## src/rtl/funct_gen_pkg.sv

```systemverilog
// funct_gen_pkg: shared state encoding and default widths for the function-generator sequencer.
package funct_gen_pkg;
   localparam int DEF_DATA_W = 8;
   localparam int DEF_ADDR_W = 6;
   localparam int DEF_REP_W  = 8;
   typedef enum logic [2:0] {IDLE, CONFIG, FETCH, PUSH, DONE} state_t;
endpackage

```

## src/rtl/funct_gen_addr_cnt.sv

```systemverilog
// funct_gen_addr_cnt: sample address counter with clear, increment and addr==last terminal flag.
module funct_gen_addr_cnt #(
   parameter int W = 6
) (
   input  logic         clk,
   input  logic         rst,
   input  logic         clr,
   input  logic         inc,
   input  logic [W-1:0] last,
   output logic [W-1:0] addr,
   output logic         term
);
   always_ff @(posedge clk or negedge rst)
      if (!rst) addr <= '0;
      else if (clr) addr <= '0;
      else if (inc) addr <= addr + 1'b1;
   assign term = addr == last;
endmodule

```

## src/rtl/funct_gen_sequencer.sv

```systemverilog
// funct_gen_sequencer: loads a waveform into sample RAM and plays it into the output FIFO.
module funct_gen_sequencer
   import funct_gen_pkg::*;
#(
   parameter int DATA_W = DEF_DATA_W,
   parameter int ADDR_W = DEF_ADDR_W,
   parameter int REP_W  = DEF_REP_W
) (
   input  logic              clk,
   input  logic              rst,
   input  logic              cfg_start_i,
   input  logic [ADDR_W-1:0] cfg_last_i,
   input  logic              cfg_we_i,
   input  logic [DATA_W-1:0] cfg_data_i,
   input  logic              gen_start_i,
   input  logic              gen_stop_i,
   input  logic [REP_W-1:0]  rep_i,
   output logic              mem_we_o,
   output logic [ADDR_W-1:0] mem_addr_o,
   output logic [DATA_W-1:0] mem_wdata_o,
   input  logic [DATA_W-1:0] mem_rdata_i,
   input  logic              fifo_full_i,
   output logic              fifo_push_o,
   output logic [DATA_W-1:0] fifo_data_o,
   output logic              busy_o,
   output logic              done_o,
   output logic              err_o
);
   state_t            state, state_nxt;
   logic [ADDR_W-1:0] last, addr;
   logic [REP_W-1:0]  rep, rep_cnt, rep_nxt;
   logic              cfg_valid, term, clr, inc, wr, push, start_cfg, start_gen;

   assign start_cfg = state == IDLE && cfg_start_i;
   assign start_gen = state == IDLE && gen_start_i && !cfg_start_i && cfg_valid;
   assign wr        = state == CONFIG && cfg_we_i;
   assign push      = state == PUSH && !fifo_full_i && !gen_stop_i;
   assign clr       = start_cfg || start_gen || ((wr || push) && term);
   assign inc       = (wr || push) && !term;
   assign rep_nxt   = rep_cnt + 1'b1;

   funct_gen_addr_cnt #(.W(ADDR_W)) u_addr (
      .clk  (clk),
      .rst  (rst),
      .clr  (clr),
      .inc  (inc),
      .last (last),
      .addr (addr),
      .term (term)
   );

   always_ff @(posedge clk or negedge rst)
      if (!rst) state <= IDLE;
      else state <= state_nxt;

   // a new load invalidates the stored waveform until its last sample lands
   always_ff @(posedge clk or negedge rst)
      if (!rst) begin
         last      <= '0;
         rep       <= '0;
         rep_cnt   <= '0;
         cfg_valid <= 1'b0;
      end else begin
         if (start_cfg) begin
            last      <= cfg_last_i;
            cfg_valid <= 1'b0;
         end
         if (wr && term) cfg_valid <= 1'b1;
         if (start_gen) begin
            rep     <= rep_i;
            rep_cnt <= '0;
         end
         if (push && term) rep_cnt <= rep_nxt;
      end

   always_comb begin
      state_nxt = state;
      case (state)
         IDLE:    state_nxt = start_cfg ? CONFIG : start_gen ? FETCH : IDLE;
         CONFIG:  state_nxt = wr && term ? IDLE : CONFIG;
         FETCH:   state_nxt = gen_stop_i ? IDLE : PUSH;
         PUSH:    state_nxt = gen_stop_i ? IDLE : !push ? PUSH :
                              term && |rep && rep_nxt == rep ? DONE : FETCH;
         DONE:    state_nxt = IDLE;
         default: state_nxt = IDLE;
      endcase
   end

   always_comb begin
      mem_we_o    = wr;
      mem_addr_o  = addr;
      mem_wdata_o = state == CONFIG ? cfg_data_i : '0;
      fifo_push_o = push;
      fifo_data_o = push ? mem_rdata_i : '0;
      busy_o      = state != IDLE;
      done_o      = state == DONE;
      err_o       = state == IDLE ? gen_start_i && !cfg_start_i && !cfg_valid
                                  : cfg_start_i || gen_start_i;
   end
endmodule

```

## config.mk

```make
export PLATFORM = sky130hd
export DESIGN_NAME = funct_gen_sequencer
export DESIGN_NICKNAME = d
export VERILOG_FILES = /design/src/rtl/funct_gen_pkg.sv /design/src/rtl/funct_gen_addr_cnt.sv /design/src/rtl/funct_gen_sequencer.sv
export SDC_FILE = /design/constraint.sdc
export NUM_CORES = 1
export LEC_CHECK = 0
export ABC_CLOCK_PERIOD_IN_PS = 3000
export CORE_ASPECT_RATIO = 1.5
export CORE_MARGIN = 3
export CORE_UTILIZATION = 46
export DETAILED_ROUTE_END_ITERATION = 8
export GPL_ROUTABILITY_DRIVEN = 0
export GPL_TIMING_DRIVEN = 0
export PLACE_DENSITY_LB_ADDON = 0.2
export SYNTH_ARGS = -nofsm -noshare
export SYNTH_HDL_FRONTEND = slang
export SYNTH_HIERARCHICAL = 1
export SYNTH_SLANG_ARGS = --single-unit
export TNS_END_PERCENT = 100
```

## constraint.sdc

```tcl
create_clock -name clk -period 3 [get_ports clk]
set_clock_uncertainty 0.1 [all_clocks]
set_input_delay 0.45 -clock clk [delete_from_list [all_inputs] [get_ports clk]]
set_output_delay 0.45 -clock clk [all_outputs]
set_load 0.03 [all_outputs]
```

Word-level counts from Yosys, hierarchy flattened
Cells that the tools add are included.

word-level totals
  word-level logic and storage cells = 61
  bits in registers = 32
  output and inout bits = 27

operators by class
  eq/ne operators = 6
  add/sub/neg operators = 2
  muxes and demuxes = 17
  reduce and logical (&&, ||, !) cells = 30

operators with widths
  kind                 number
  $mux 8               4
  $logic_and 1x1->1    15
  $mux 6               2
  $pmux 3 s4           1
  $mux 3               3
  $add 8x1->8 const B  1
  $eq 8x8->1           1
  $reduce_or 8->1      1
  $add 6x1->6 const B  1
  $eq 3x2->1 const B   2
  $eq 6x6->1           1
  $mux 2               3
  $reduce_bool 2->1    3
  $logic_not 1->1      5
  $logic_or 1x1->1     4
  $mux 1               4
  $eq 3x1->1 const B   1
  $eq 3x3->1 const B   1
  $logic_not 3->1      1
  $reduce_bool 3->1    1

Longest topological paths before layout
  depth in word-level cells = 7
  gate-level depth with buffers = 10

Hierarchy
Netlist, hierarchy kept.

modules (own cells, without submodules)
  module               instances  area each (um^2)  cells each
  funct_gen_sequencer  1          1560.2            153
  funct_gen_addr_cnt   1          332.8             32

Least setup slack after synthesis
No wires, ideal clock.

  path kind = input to register
  from = input port gen_stop_i
  to = register u_addr.addr[5]
  path slack = 338 ps
  stages = 8
  data arrival time = 2482 ps
  buffers on the path = 1
  library setup time = 81 ps
  cells stage by stage = or3b_1 -> nor2_2 -> clkbuf_1 -> nor2_1 -> nor2_1 -> nand4_2 -> or3_1 -> a21oi_1

between the ends
  elaborated cells between the ends (all ways) = 8

RTL lines
  element                             line                       text
  from (decl)                         funct_gen_sequencer.sv:16  input logic gen_stop_i,
  $logic_not 1->1                     funct_gen_sequencer.sv:37  assign push = state == PUSH && !fifo_full_i && !gen_stop_i;
  $logic_and 1x1->1                   funct_gen_sequencer.sv:37
  named net fifo_push_o               funct_gen_sequencer.sv:23  output logic fifo_push_o,
  $logic_or 1x1->1                    funct_gen_sequencer.sv:39  assign inc = (wr || push) && !term;
  $logic_and 1x1->1                   funct_gen_sequencer.sv:39
  named net inc                       funct_gen_sequencer.sv:32  logic cfg_valid, term, clr, inc, wr, push, start_cfg, start_gen;
  $reduce_bool 2->1 (no source line)  n/a
  to (signal assigned)                funct_gen_addr_cnt.sv:16   else if (inc) addr <= addr + 1'b1;
  to (decl)                           funct_gen_addr_cnt.sv:10   output logic [W-1:0] addr,

The timed path passes the listed nets, and every way through them passes these cells.
A chain may end at the register's enable or synchronous reset.

Worst setup path after layout
  from = input port gen_stop_i
  to = output port fifo_data_o[5]

between the ends
  cells in the longest elaborated chain, start to end = 3

ends and longest elaborated chain
  element            line                       text
  $logic_not 1->1    funct_gen_sequencer.sv:37
  $logic_and 1x1->1  funct_gen_sequencer.sv:37
  $mux 8             funct_gen_sequencer.sv:94  fifo_data_o = push ? mem_rdata_i : '0;
  to (decl)          funct_gen_sequencer.sv:24  output logic [DATA_W-1:0] fifo_data_o,

Every way passes these cells.

==> tab_implementation.tex <==
\begin{tabular}{lr}
\hline
Metric & Value \\
\hline
\multicolumn{2}{l}{\textbf{Logic synthesis}} \\
Dominant cell type by area after synthesis & sky130\_fd\_sc\_hd\_\_dfrtp\_1 \\
Number of enable-type register cells in the synthesized netlist & 0 \\
Synth Net Count & about 220 \\
Cell count after synthesis & $\sim$190 \\
Leading post-synthesis cells by cell area & sky130\_fd\_sc\_hd\_\_dfrtp\_1 (42\%), sky130\_fd\_sc\_hd\_\_and2\_1 (5.9\%), sky130\_fd\_sc\_hd\_\_mux2\_1 (4.8\%) \\
Proportion of synthesized chip area in sequential cells & 42.3\% \\
Portion of synthesized cell area occupied by the leading cell type & 42.3\% \\
Async set or reset register ratio after synthesis & 100\% \\
Number of distinct library cells after synthesis & 50 \\
Yosys warning count & 6 \\
Post-synthesis sequential element count & 32 \\
Commonest register cell after synthesis & sky130\_fd\_sc\_hd\_\_dfrtp\_1 \\
Area of the mapped netlist & $\sim$1900 um\^{}2 \\
Synth Area per Inst & roughly 10 um\^{}2 \\
\multicolumn{2}{l}{\textbf{Die}} \\
Placeable core region & 3820 um\^{}2 \\
Standard-cell row count & 27 \\
Die outline height & 84.6 um \\
Die area & just under 5000 um\^{}2 \\
Initial Util & 49.6\% \\
Die width & 58.4 um \\
IO Pins & 64 \\
\multicolumn{2}{l}{\textbf{Critical path}} \\
Critical Path Source Type & input pin \\
Critical Path RT & roughly 2500 ps \\
Crit Path Category & in2out \\
Worst Path Arrival & 2340 ps \\
Worst-path fanout max & 10 \\
Kind of end point of the critical path & output port \\
\multicolumn{2}{l}{\textbf{Clock tree}} \\
Longest Clk Path Bufs & 2 \\
Root buf cell & sky130\_fd\_sc\_hd\_\_clkbuf\_8 \\
Hold buffer count at CTS & 0 \\
Clock latency of the later-clocked register in the worst-skew pair & 300 ps \\
TritonCTS clock tree & done \\
Clock edge transition at the registers on the reported setup and hold paths & $\sim$70 ps \\
Post-CTS setup-driven buffer insertion count & 0 \\
Clock sinks & 32 \\
Post-cts resize count & 11 \\
H-Tree Depth & 2 \\
Number of buffers inserted during clock tree synthesis & 5 \\
\multicolumn{2}{l}{\textbf{Timing}} \\
Transition at the pin with the smallest max-transition slack & 728 ps \\
Final hold violation count & 0 \\
Worst slew margin & 51.5\% \\
Min Tclk post-route & 2890 ps \\
Final setup violation count & 0 \\
Fin. max-slew vios & 0 \\
Achievable clock frequency & 345 MHz \\
RSZ-0062 raised after global routing & no \\
Final period utilization & about 96\% \\
\multicolumn{2}{l}{\textbf{GRT}} \\
Via count of the first global-routing pass & 1,671 \\
Met1 usage in global routing & 26.1\% \\
Largest net degree at the start of global routing & 33 \\
First-pass GRT wire length & 8.23 mm \\
Global route hottest layer & met2 \\
Fraction of met3 tracks used by global routing & 4.92\% \\
Initial antenna violation count & 0 \\
Tot GR Track Use & a little over a fifth \\
Grt ovf & 0 \\
Met2 layer usage reported by global route & 36.7\% \\
\multicolumn{2}{l}{\textbf{Flow run}} \\
Number of maximum-capacitance constraint violations & 0 \\
\multicolumn{2}{l}{\textbf{Layout}} \\
Layout cell share with drive strength beyond 1 & 10.5\% \\
Number of nets at the end of the flow & 294 \\
Diodes inserted & 0 \\
Synth-to-layout area growth & 40.5\% \\
Finished Core Util & 69.7\% \\
\multicolumn{2}{l}{\textbf{Placement}} \\
Number of buffers inserted by port buffering & 63 \\
Post-DP HPWL & 3.68 mm \\
\multicolumn{2}{l}{\textbf{Route}} \\
Final routed DRC violation total & 0 \\
Routed vias/inst & about 5.5 \\
Residual antenna-violating net count after detailed routing & 0 \\
Overall via count from detail\_route & 1,654 \\
Routed wirelength normalized by instance count & 16.1 um \\
Violation count after the first detailed-route iteration & 68 \\
Number of detailed-routing iterations run before antenna repair & 4 \\
WL final & slightly below 5 mm \\
\multicolumn{2}{l}{\textbf{Power}} \\
Final total power & roughly 1.9 mW \\
Cell Pwr Density & 708 nW/um\^{}2 \\
Maximum ir drop on the vdd rail & 551 uV \\
LEAKAGE & 1.17 nW \\
\multicolumn{2}{l}{\textbf{Run status}} \\
Outcome & finished, final reports clean \\
\multicolumn{2}{l}{\textbf{Hold path}} \\
Class of the tightest hold or removal check & in2async \\
\hline
\end{tabular}
[final cells by class]
class,count,area (um^2)
Tap cell,43,53.8
Sequential cell,32,801
Buffer,6,42.5
Multi-Input combinational cell,145,1050
Clock buffer,5,68.8
Timing Repair Buffer,63,614
Fill cell,335,1160
Inverter,2,7.51
Clock inverter,3,23.8
[kinds of logic after synthesis]
logic type	share of synthesized area [%]
buf+inv	2.58
compound gates	11.0
flops	42.3
simple gates	25.1
fa+ha+maj	1.32
xor+xnor	8.79
mux	8.86
[layout by cell type (no fill, tap or decap), types with 3 or more instances in the layout]
master | Yosys | layout
sky130_fd_sc_hd__clkdlybuf4s50_1 | 0 | 53
sky130_fd_sc_hd__dfrtp_1 | 32 | 32
sky130_fd_sc_hd__and2_1 | 18 | 18
sky130_fd_sc_hd__nor2_1 | 15 | 15
sky130_fd_sc_hd__nand2_1 | 13 | 13
sky130_fd_sc_hd__xor2_1 | 10 | 10
sky130_fd_sc_hd__xnor2_1 | 9 | 9
sky130_fd_sc_hd__dlygate4sd2_1 | 0 | 9
sky130_fd_sc_hd__mux2_1 | 8 | 8
sky130_fd_sc_hd__o21ai_1 | 8 | 8
sky130_fd_sc_hd__mux2_2 | 6 | 6
sky130_fd_sc_hd__clkbuf_8 | 0 | 5
sky130_fd_sc_hd__nand3_1 | 4 | 4
sky130_fd_sc_hd__nand4_1 | 4 | 4
sky130_fd_sc_hd__o21ai_0 | 3 | 3
sky130_fd_sc_hd__o41ai_1 | 3 | 3
[registers in the layout (all words and copies together) (netlist names)]
register and count:
u_addr/addr 6, cfg_valid 1, rep 8, last 6, rep_cnt 8, state 3
[worst max-delay path: stages]
cell,delay [ps]
sky130_fd_sc_hd__clkdlybuf4s50_1,440
sky130_fd_sc_hd__or3b_1,420
sky130_fd_sc_hd__nor2_2,220
sky130_fd_sc_hd__clkbuf_2,220
sky130_fd_sc_hd__and2_1,160
sky130_fd_sc_hd__dlygate4sd2_1,420
[stage by stage]
| step | hold WS (ps) | setup slack [ps] | instance area, um^2 | cells | TNS (ps) |
|---|---|---|---|---|---|
| 2_1_floorplan | 54.4 | 338 | 1890 | 185 | 0 |
| 3_3_place_gp | 400 | -270 | 2580 | 291 | -2330 |
| 3_5_place_dp | 401 | -271 | 2570 | 291 | -2160 |
| 4_1_cts | 118 | 82.5 | 2660 | 299 | 0 |
| 5_1_grt | 155 | 2.49 | 2660 | 299 | 0 |
| 6_report | 105 | 105 | 2660 | 299 | 0 |
[routing by layer]
| metal | share of wire, % | up-vias |
|---|---|---|
| met3 | 2.9 | 11 |
| li1 | - | 803 |
| met1 | 39 | 811 |
| met2 | 55 | 29 |
| met4 | 2.4 | 0 |
| met5 | 0 | - |
[Yosys cell counts (2+ instances only)]
| library cell | count |
|---|---|
| sky130_fd_sc_hd__a21oi_1 | 2 |
| sky130_fd_sc_hd__a311oi_1 | 2 |
| sky130_fd_sc_hd__a31oi_1 | 2 |
| sky130_fd_sc_hd__and2_1 | 18 |
| sky130_fd_sc_hd__buf_6 | 2 |
| sky130_fd_sc_hd__clkbuf_1 | 3 |
| sky130_fd_sc_hd__dfrtp_1 | 32 |
| sky130_fd_sc_hd__ha_1 | 2 |
| sky130_fd_sc_hd__inv_1 | 2 |
| sky130_fd_sc_hd__mux2_1 | 8 |
| sky130_fd_sc_hd__mux2_2 | 6 |
| sky130_fd_sc_hd__nand2_1 | 13 |
| sky130_fd_sc_hd__nand3_1 | 4 |
| sky130_fd_sc_hd__nand3b_1 | 2 |
| sky130_fd_sc_hd__nand4_1 | 4 |
| sky130_fd_sc_hd__nor2_1 | 15 |
| sky130_fd_sc_hd__nor2b_1 | 2 |
| sky130_fd_sc_hd__nor3_1 | 2 |
| sky130_fd_sc_hd__nor4b_1 | 2 |
| sky130_fd_sc_hd__o211ai_1 | 2 |
| sky130_fd_sc_hd__o21ai_0 | 3 |
| sky130_fd_sc_hd__o21ai_1 | 8 |
| sky130_fd_sc_hd__o41ai_1 | 3 |
| sky130_fd_sc_hd__or3_1 | 2 |
| sky130_fd_sc_hd__or3b_1 | 2 |
| sky130_fd_sc_hd__xnor2_1 | 9 |
| sky130_fd_sc_hd__xor2_1 | 10 |
[final timing paths]
path | slack (ps) | cells past startpoint | to | startpoint
max | 110 | 6 | fifo_data_o[5] | gen_stop_i
min | 100 | 1 | rep[5]$_DFFE_PN0P_ | rst
max reg2reg | 380 | 8 | u_addr/addr[5]$_DFFE_PN0P_ | state[2]$_DFF_PN0_
min reg2reg | 410 | 1 | rep[0]$_DFFE_PN0P_ | rep[0]$_DFFE_PN0P_
max in group asynchronous | 2220 | 1 | state[1]$_DFF_PN0_ | rst
min in group clk | 410 | 1 | rep[0]$_DFFE_PN0P_ | rep[0]$_DFFE_PN0P_
[power breakdown]
part | switching [mW] | leakage [nW] | internal (mW)
registers | 0.151 | 0.418 | 0.569
clock network | 0.181 | 0.0404 | 0.164
logic | 0.410 | 0.711 | 0.407
Power figures use the tool's default switching activity.
